`src/rtl/srio_ireq_arb.sv`:
```
// Packet-level round-robin arbiter onto the SRIO ireq AXI4-Stream channel; grant costs one idle cycle,
// beats reach m_axis_ireq one cycle after acceptance through a 2-entry output buffer that stalls requesters when full.
module srio_ireq_arb #(
  parameter int N_REQ = 3,
  parameter int DW    = 64,
  parameter int KW    = DW/8,
  parameter int UW    = 32,
  parameter int GW    = $clog2(N_REQ)
) (
  input  logic                aclk,
  input  logic                aresetn,
  input  logic [N_REQ-1:0]    cfg_en,
  input  logic [N_REQ-1:0]    s_axis_req_tvalid,
  output logic [N_REQ-1:0]    s_axis_req_tready,
  input  logic [N_REQ*DW-1:0] s_axis_req_tdata,
  input  logic [N_REQ*KW-1:0] s_axis_req_tkeep,
  input  logic [N_REQ-1:0]    s_axis_req_tlast,
  input  logic [N_REQ*UW-1:0] s_axis_req_tuser,
  output logic                m_axis_ireq_tvalid,
  input  logic                m_axis_ireq_tready,
  output logic [DW-1:0]       m_axis_ireq_tdata,
  output logic [KW-1:0]       m_axis_ireq_tkeep,
  output logic                m_axis_ireq_tlast,
  output logic [UW-1:0]       m_axis_ireq_tuser,
  output logic [GW-1:0]       grant_id,
  output logic                busy
);

  typedef struct packed {
    logic [DW-1:0] data;
    logic [KW-1:0] keep;
    logic          last;
    logic [UW-1:0] user;
  } beat_t;

  typedef enum logic {IDLE, LOCKED} state_t;

  state_t             state, state_nxt;
  logic [GW-1:0]      rr_ptr;
  logic [N_REQ-1:0]   cand;
  logic [2*N_REQ-1:0] cand_rot;
  logic [GW-1:0]      sel;
  logic               sel_vld;
  logic [GW:0]        sel_sum;
  beat_t              in_beat, head, tail;
  logic               in_vld;
  logic               push, pop, last_acc;
  logic [1:0]         count, count_nxt;

  assign cand     = s_axis_req_tvalid & cfg_en;
  assign cand_rot = {cand, cand} >> rr_ptr;

  // Rotate candidates so bit 0 is rr_ptr, then take the lowest set bit.
  always_comb begin
    sel     = '0;
    sel_vld = 1'b0;
    sel_sum = '0;
    for (int k = 0; k < N_REQ; k++) begin
      if (!sel_vld && cand_rot[k]) begin
        sel_vld = 1'b1;
        sel_sum = {1'b0, rr_ptr} + (GW+1)'(k);
        if (sel_sum >= (GW+1)'(N_REQ)) sel_sum = sel_sum - (GW+1)'(N_REQ);
        sel = sel_sum[GW-1:0];
      end
    end
  end

  always_comb begin
    in_beat = '0;
    in_vld  = 1'b0;
    for (int k = 0; k < N_REQ; k++) begin
      if (grant_id == GW'(k)) begin
        in_beat.data = s_axis_req_tdata[k*DW +: DW];
        in_beat.keep = s_axis_req_tkeep[k*KW +: KW];
        in_beat.last = s_axis_req_tlast[k];
        in_beat.user = s_axis_req_tuser[k*UW +: UW];
        in_vld       = s_axis_req_tvalid[k];
      end
    end
  end

  assign push     = (state == LOCKED) && (count != 2'd2) && in_vld;
  assign last_acc = push && in_beat.last;
  assign pop      = m_axis_ireq_tvalid && m_axis_ireq_tready;

  always_ff @(posedge aclk or negedge aresetn) begin
    if (!aresetn) begin
      state    <= IDLE;
      rr_ptr   <= '0;
      grant_id <= '0;
    end else begin
      state <= state_nxt;
      if (state == IDLE && sel_vld) grant_id <= sel;
      if (last_acc) rr_ptr <= (grant_id == GW'(N_REQ-1)) ? '0 : grant_id + 1'b1;
    end
  end

  // Lock is released only by an accepted tlast; cfg_en/tvalid changes mid-packet are ignored.
  always_comb begin
    state_nxt = state;
    case (state)
      IDLE:    if (sel_vld)  state_nxt = LOCKED;
      LOCKED:  if (last_acc) state_nxt = IDLE;
      default: state_nxt = IDLE;
    endcase
  end

  always_comb begin
    s_axis_req_tready = '0;
    for (int k = 0; k < N_REQ; k++)
      s_axis_req_tready[k] = (state == LOCKED) && (grant_id == GW'(k)) && (count != 2'd2);
    busy = (state == LOCKED) || (count != 2'd0);
  end

  always_comb begin
    count_nxt = count;
    if (push && !pop) count_nxt = count + 2'd1;
    else if (!push && pop) count_nxt = count - 2'd1;
  end

  // head is the output register; tail only holds a beat while head is stalled.
  always_ff @(posedge aclk or negedge aresetn) begin
    if (!aresetn) begin
      count              <= 2'd0;
      head               <= '0;
      tail               <= '0;
      m_axis_ireq_tvalid <= 1'b0;
    end else begin
      count              <= count_nxt;
      m_axis_ireq_tvalid <= (count_nxt != 2'd0);
      if (push && (count == 2'd0 || (count == 2'd1 && pop))) head <= in_beat;
      else if (pop && count == 2'd2) head <= tail;
      if (push && count == 2'd1 && !pop) tail <= in_beat;
    end
  end

  assign m_axis_ireq_tdata = head.data;
  assign m_axis_ireq_tkeep = head.keep;
  assign m_axis_ireq_tlast = head.last;
  assign m_axis_ireq_tuser = head.user;

endmodule
```
`config.mk`:
```
export PLATFORM = sky130hd
export DESIGN_NAME = srio_ireq_arb
export DESIGN_NICKNAME = d
export VERILOG_FILES = /design/src/rtl/srio_ireq_arb.sv
export SDC_FILE = /design/constraint.sdc
export NUM_CORES = 1
export LEC_CHECK = 0
export BUFFER_PORTS_ARGS = -buffer_cell sky130_fd_sc_hd__buf_4
export CORE_AREA = 2 2 167 169
export DETAILED_ROUTE_END_ITERATION = 7
export DIE_AREA = 0 0 169 171
export PLACE_DENSITY = 0.68
export RECOVER_POWER = 50
export SLEW_MARGIN = 20
export SYNTH_ARGS = -nofsm -noshare
export SYNTH_HDL_FRONTEND = slang
export SYNTH_SLANG_ARGS = --single-unit
```
`constraint.sdc`:
```
create_clock -name aclk -period 2.47 [get_ports aclk]
set_clock_uncertainty 0.05 [all_clocks]
set_input_delay 0.247 -clock aclk [delete_from_list [all_inputs] [get_ports aclk]]
set_output_delay 0.247 -clock aclk [all_outputs]
set_load 0.02 [all_outputs]
```
-- Word-level counts from Yosys, hierarchy flattened
Index checks and enable logic that the tools add are counted.
- flip-flop bits (word level): 218
- input port bits: 324
- output and inout port bits: 112
- logic and storage cells: 86
- $add $sub $neg: 8
- $lt $le $gt $ge: 3
- eq/ne operators: 5
- shift-type cells: 1
- muxes and demuxes: 23
- bitwise operators: 2
- reduce and logical (&&, ||, !) cells: 31
- operators by type and width (operator ; count):
    $mux W105 ; 5
    $logic_and A1 B1 Y1 ; 20
    $mux W2 ; 9
    $mux W1 ; 8
    $ge A3 B2 Y1 const B ; 2
    $reduce_bool A2 Y1 ; 3
    $shr A6 B2 Y3 ; 1
    $sub A2 B2 Y2 const B ; 3
    $add A2 B1 Y2 const B ; 2
    $eq A2 B1 Y1 const B ; 2
    $eq A2 B2 Y1 const B ; 2
    $logic_not A1 Y1 ; 4
    $logic_not A2 Y1 ; 2
    $add A2 B1 Y3 const B ; 1
    $add A2 B2 Y3 const B ; 1
    $and A3 B3 Y3 ; 1
    $ge A2 B2 Y1 const B ; 1
    $logic_or A1 B1 Y1 ; 2
    $ne A2 B2 Y1 const B ; 1
    $pmux W1 S2 ; 1
    $sub A2 B1 Y2 const B ; 1
    $not A1 Y1 ; 1

-- Longest topological paths before layout
- depth after elaboration: 11
- gate-level depth with buffers: 9
- gate-level depth less buffers: 7

-- Least setup slack after synthesis
Ideal clock, no wire load.
- kind: register -> output
- start: register grant_id[0]
- end: output s_axis_req_tready[1]
- data arrival time: 1.782 ns
- data required time: 2.173 ns
- setup slack: 0.391 ns
- cell stages (with the launch flop): 6
- path buffers: 3
- cell sequence: dfrtp_1 > buf_2 > buf_2 > buf_2 > inv_1 > nor3_1
- word-level cells in the longest chain between the ends: 3
- ends and longest elaborated chain (item ; line ; text):
    from (decl) ; 25 ; output logic [GW-1:0] grant_id,
    from (signal assigned) ; 93 ; if (state == IDLE && sel_vld) grant_id <= sel;
    $eq A2 B1 Y1 ; 111 ; s_axis_req_tready[k] = (state == LOCKED) && (grant_id == GW'(k)) && (count != 2'd2);
    $logic_and A1 B1 Y1 (2 in series) ; 111 ;
    to (decl) ; 14 ; output logic [N_REQ-1:0] s_axis_req_tready,
Every way passes these cells.

-- Final worst setup path
- start: register grant_id[0]
- end: output s_axis_req_tready[2]
- word-level cells in the longest chain between the ends: 3
- ends and longest elaborated chain (item ; line):
    $eq A2 B2 Y1 ; 111
    $logic_and A1 B1 Y1 (2 in series) ; 111
Every way passes these cells.

==> results.md <==
- Worst slew pin tran: 1190 ps
- Worst vdd ir: 1050 uV
- Syn nets: 1497
- # setup viols final: 0
- Worst Setup Start Kind: flip-flop
- Fillers: 2435
- Vias per inst: between 5 and 6
- RR Endpoint: m_axis_ireq_tdata[45]
- Period minus WS final: 2290 ps
- Register area: 5460 sq um
- Worst Path Class, Setup: reg2out
- Post-synth EDFFs: 0
- Final hold viol count: 0
- Core Footprint: approximately 27000 sq um
- Num rows: 61
- TritonCTS clock tree: built
- GPL Wtd Cong: just under 0.8
- 1st-iter DRT viols: 551
- Final net count: 1919
- Setup crit end kind: output pin
- Total vias in the final route: between 10k and 15k
- Total gr overflow: 0
- Biggest cell delay along the critical path: 520 ps
- Initial antenna violation count: 0
- Worst Path Arrival: 1990 ps
- Final period util: between 90% and 100%
- Clock latency on the worst-skew pair: roughly 510 ps
- Crit-path cells: nor2b_4 -> buf_12 -> and2_1 -> buf_4
- Global-route wire length before repair: approximately 55 mm
- Final slew viol count: 0
- Hold WC Path Type: in2reg
- WL final: 35.2 mm
- Clock buffer depth: 3
- Clock buffer count from CTS: 23
- DIE WIDTH: 169 um
- Hold_ws: 6.20 ps
- Synth-to-Final Area Change: 39.5%
- FF-to-FF Start: count[1]
- Syn Std Cell Area: 11300 sq um
- Post-CTS setup buffer count: 0
- Pin count of the biggest net entering global routing: 119
- Clock Sinks: 218
- Worst min-delay path startpoint: s_axis_req_tuser[71]
- Post-synthesis sequential area ratio: 48.1%
- Relative slew slack: 21.0%
- Worst hold endpoint: tail[7]
- Die H: 171 um
- Post-route insts no fill: ~2.0k
- WL/cell: 18.1 um
- Clk slew on worst S/H paths: 60 ps
- Reg2Reg Depth: 7
- Critical Path Slowest Stage Cell: dfrtp_4
- Achievable frequency: 0.437 GHz
- Worst EP required: 2170 ps
- Leak: approximately 8.1 nW
- Die area: 28900 sq um
- Register bit total from synthesis: 218
- Yosys warns: 0
- Residual DRC: 0
- GR Util All Layers: 23.7%
- Cell variety after synth: 41
- Pre-CTS WS: -55.3 ps
- Status: complete, no violations
- Htree depth: 1
- Dpl hpwl: 24.2 mm
- Crit-path max FO: 106
- Routed Antenna Nets: 0
- Cells after synthesis: 1166
- FFs w/ async S/R, synth: between 90% and 100%
- Top_reg_cell synth: dfrtp_1
- Share of layout cells above drive strength 1: between 30 and 40%
- CTS root buf: clkbuf_16
- Footprint of the multi-input gates: 5530 sq um
- Reg-to-reg slack, setup: between 200 and 250 ps
- Power density cells: 1210 nW/um^2
- IO Pins: approximately 440
- Vias in the first global route: 10.3k
- WHS Path Cells: 3
- Drt pass-1 iters: 5
- ANT cells: 0
- Dpl cells: 1878
- Setup ws final: 181 ps
- Starting density of the core: between 40% and 50%
- Port Buf Inserts: 435
- Max-cap violations: 0
- Post-Route Setup TNS: 0 ps
- Avg Cell Area, Syn: 9.73 sq um
- Unrepaired setup endpoints after global routing: no
[registers in the layout, summed over array words and instances, names as in the netlist]
signal	flops
state	1
grant_id	2
count	2
m_axis_ireq_tvalid	1
tail	105
m_axis_ireq_tlast	1
m_axis_ireq_tuser	32
m_axis_ireq_tdata	64
m_axis_ireq_tkeep	8
rr_ptr	2
[metal layers]
metal / GRT usage [%] / vias to the layer above / part of all wire, %
met4: 6.39 / 0 / 2.3
met1: 28.9 / 4991 / 40
li1: - / 5013 / -
met5: 0 / - / 0
met2: 42.0 / 379 / 50
met3: 5.67 / 50 / 7.8
[cell type report]
| class | count | area share (%) |
|---|---|---|
| multi-input cells | 848 | 34.9 |
| flip-flops and latches | 218 | 34.5 |
| repair buffers | 491 | 23.0 |
| clock buffers | 36 | 4.20 |
| well taps | 346 | 2.73 |
| clock inverters | 5 | 0.498 |
| inverters | 6 | 0.142 |
[placed cells by master (no fill, tap or decap), types with 3 or more instances in the layout]
master         netlist  final
mux2i_1            110    110
a31oi_1              6      5
and2_1               6      6
nor2_1              74     73
clkbuf_16            0     23
mux2_2              41     41
a211oi_1            15     15
nand2b_1             3      3
clkbuf_2             0      3
clkbuf_1            56     66
a21oi_1             83     83
a22o_1              38     38
ha_1                 7      7
nor2b_1             17     16
buf_4                2    392
a21o_1              91     91
o21ai_0            109    109
inv_1                6      6
dlygate4sd3_1        0     30
dfrtp_1            218    216
clkbuf_8             0      4
o31ai_1             52     52
buf_12               0      7
nand2_1            166    165
[how the worst max path moves through the flow]
stage                startpoint                    end  slack, ps  cells past startpoint
finish              grant_id[0]   s_axis_req_tready[2]        180                      4
floorplan           grant_id[0]   s_axis_req_tready[1]        390                      5
global placement    grant_id[0]  m_axis_ireq_tdata[63]         20                      6
CTS                    count[1]  m_axis_ireq_tdata[45]        150                      7
global route           count[1]  m_axis_ireq_tdata[45]         60                      7
detailed placement  grant_id[0]  m_axis_ireq_tdata[25]        -60                      6
[synth_stat cells (7+ instances only)]
cell / n / area share, %
a22o_1: 38 / 2.9
nor2b_1: 17 / 0.94
nor2_1: 74 / 2.4
nand2_1: 166 / 5.5
mux2_2: 41 / 4.1
ha_1: 7 / 0.77
clkbuf_1: 56 / 1.9
o21ai_0: 109 / 4.8
a211oi_1: 15 / 0.99
a21oi_1: 83 / 3.7
o31ai_1: 52 / 3.4
buf_2: 31 / 1.4
dfrtp_1: 218 / 48
a21o_1: 91 / 6.0
mux2i_1: 110 / 9.7
[cells by family after synthesis]
logic type,Yosys count,share of synthesized area [%]
DFF,218,48.1
AOI/OAI and AO/OA,406,23.1
adders and majority gates,7,0.772
and+or+nand+nor,281,10.4
muxes,151,13.8
buffers and inverters,101,3.75
xor gates and xnor gates,2,0.154
[repair_timing]
item / in CTS / in global routing
hold buffers: 30 / 0
endpoints found under the setup margin: 17 / 3
resized for setup: 1 / 2
pin swaps: 1 / 0
cloned: 1 / 0
hold endpoints to repair: 104 / 0
[power by group]
part | switching (mW) | total [mW] | internal (mW) | leakage (nW)
clock | 1.38 | 3.43 | 2.05 | 0.363
combinational | 5.75 | 9.62 | 3.87 | 4.94
sequential | 0.893 | 6.06 | 5.17 | 2.79
total | 8.02 | 19.1 | 11.1 | 8.09
[stage by stage]
| step | utilization (%) | instance area (sq um) | power, mW |
|---|---|---|---|
| final | 57.9 | 15800 | 19.1 |
| after global routing | 57.9 | 15800 | 20.5 |
| after CTS | 58.9 | 16100 | 19.6 |
| after detailed placement | 55.0 | 15000 | 16.1 |
| after global placement | 55.0 | 15000 | 15.8 |
| after floorplan | - | 11300 | 12.3 |
[worst max-delay path, delay by kind of cell, from the launching register on]
kind	cells	cell delay [ps]
DFF	1	520
buffers and inverters	2	520
and+or+nand+nor	2	370
Note: power is estimated with default switching activity, not from simulation.
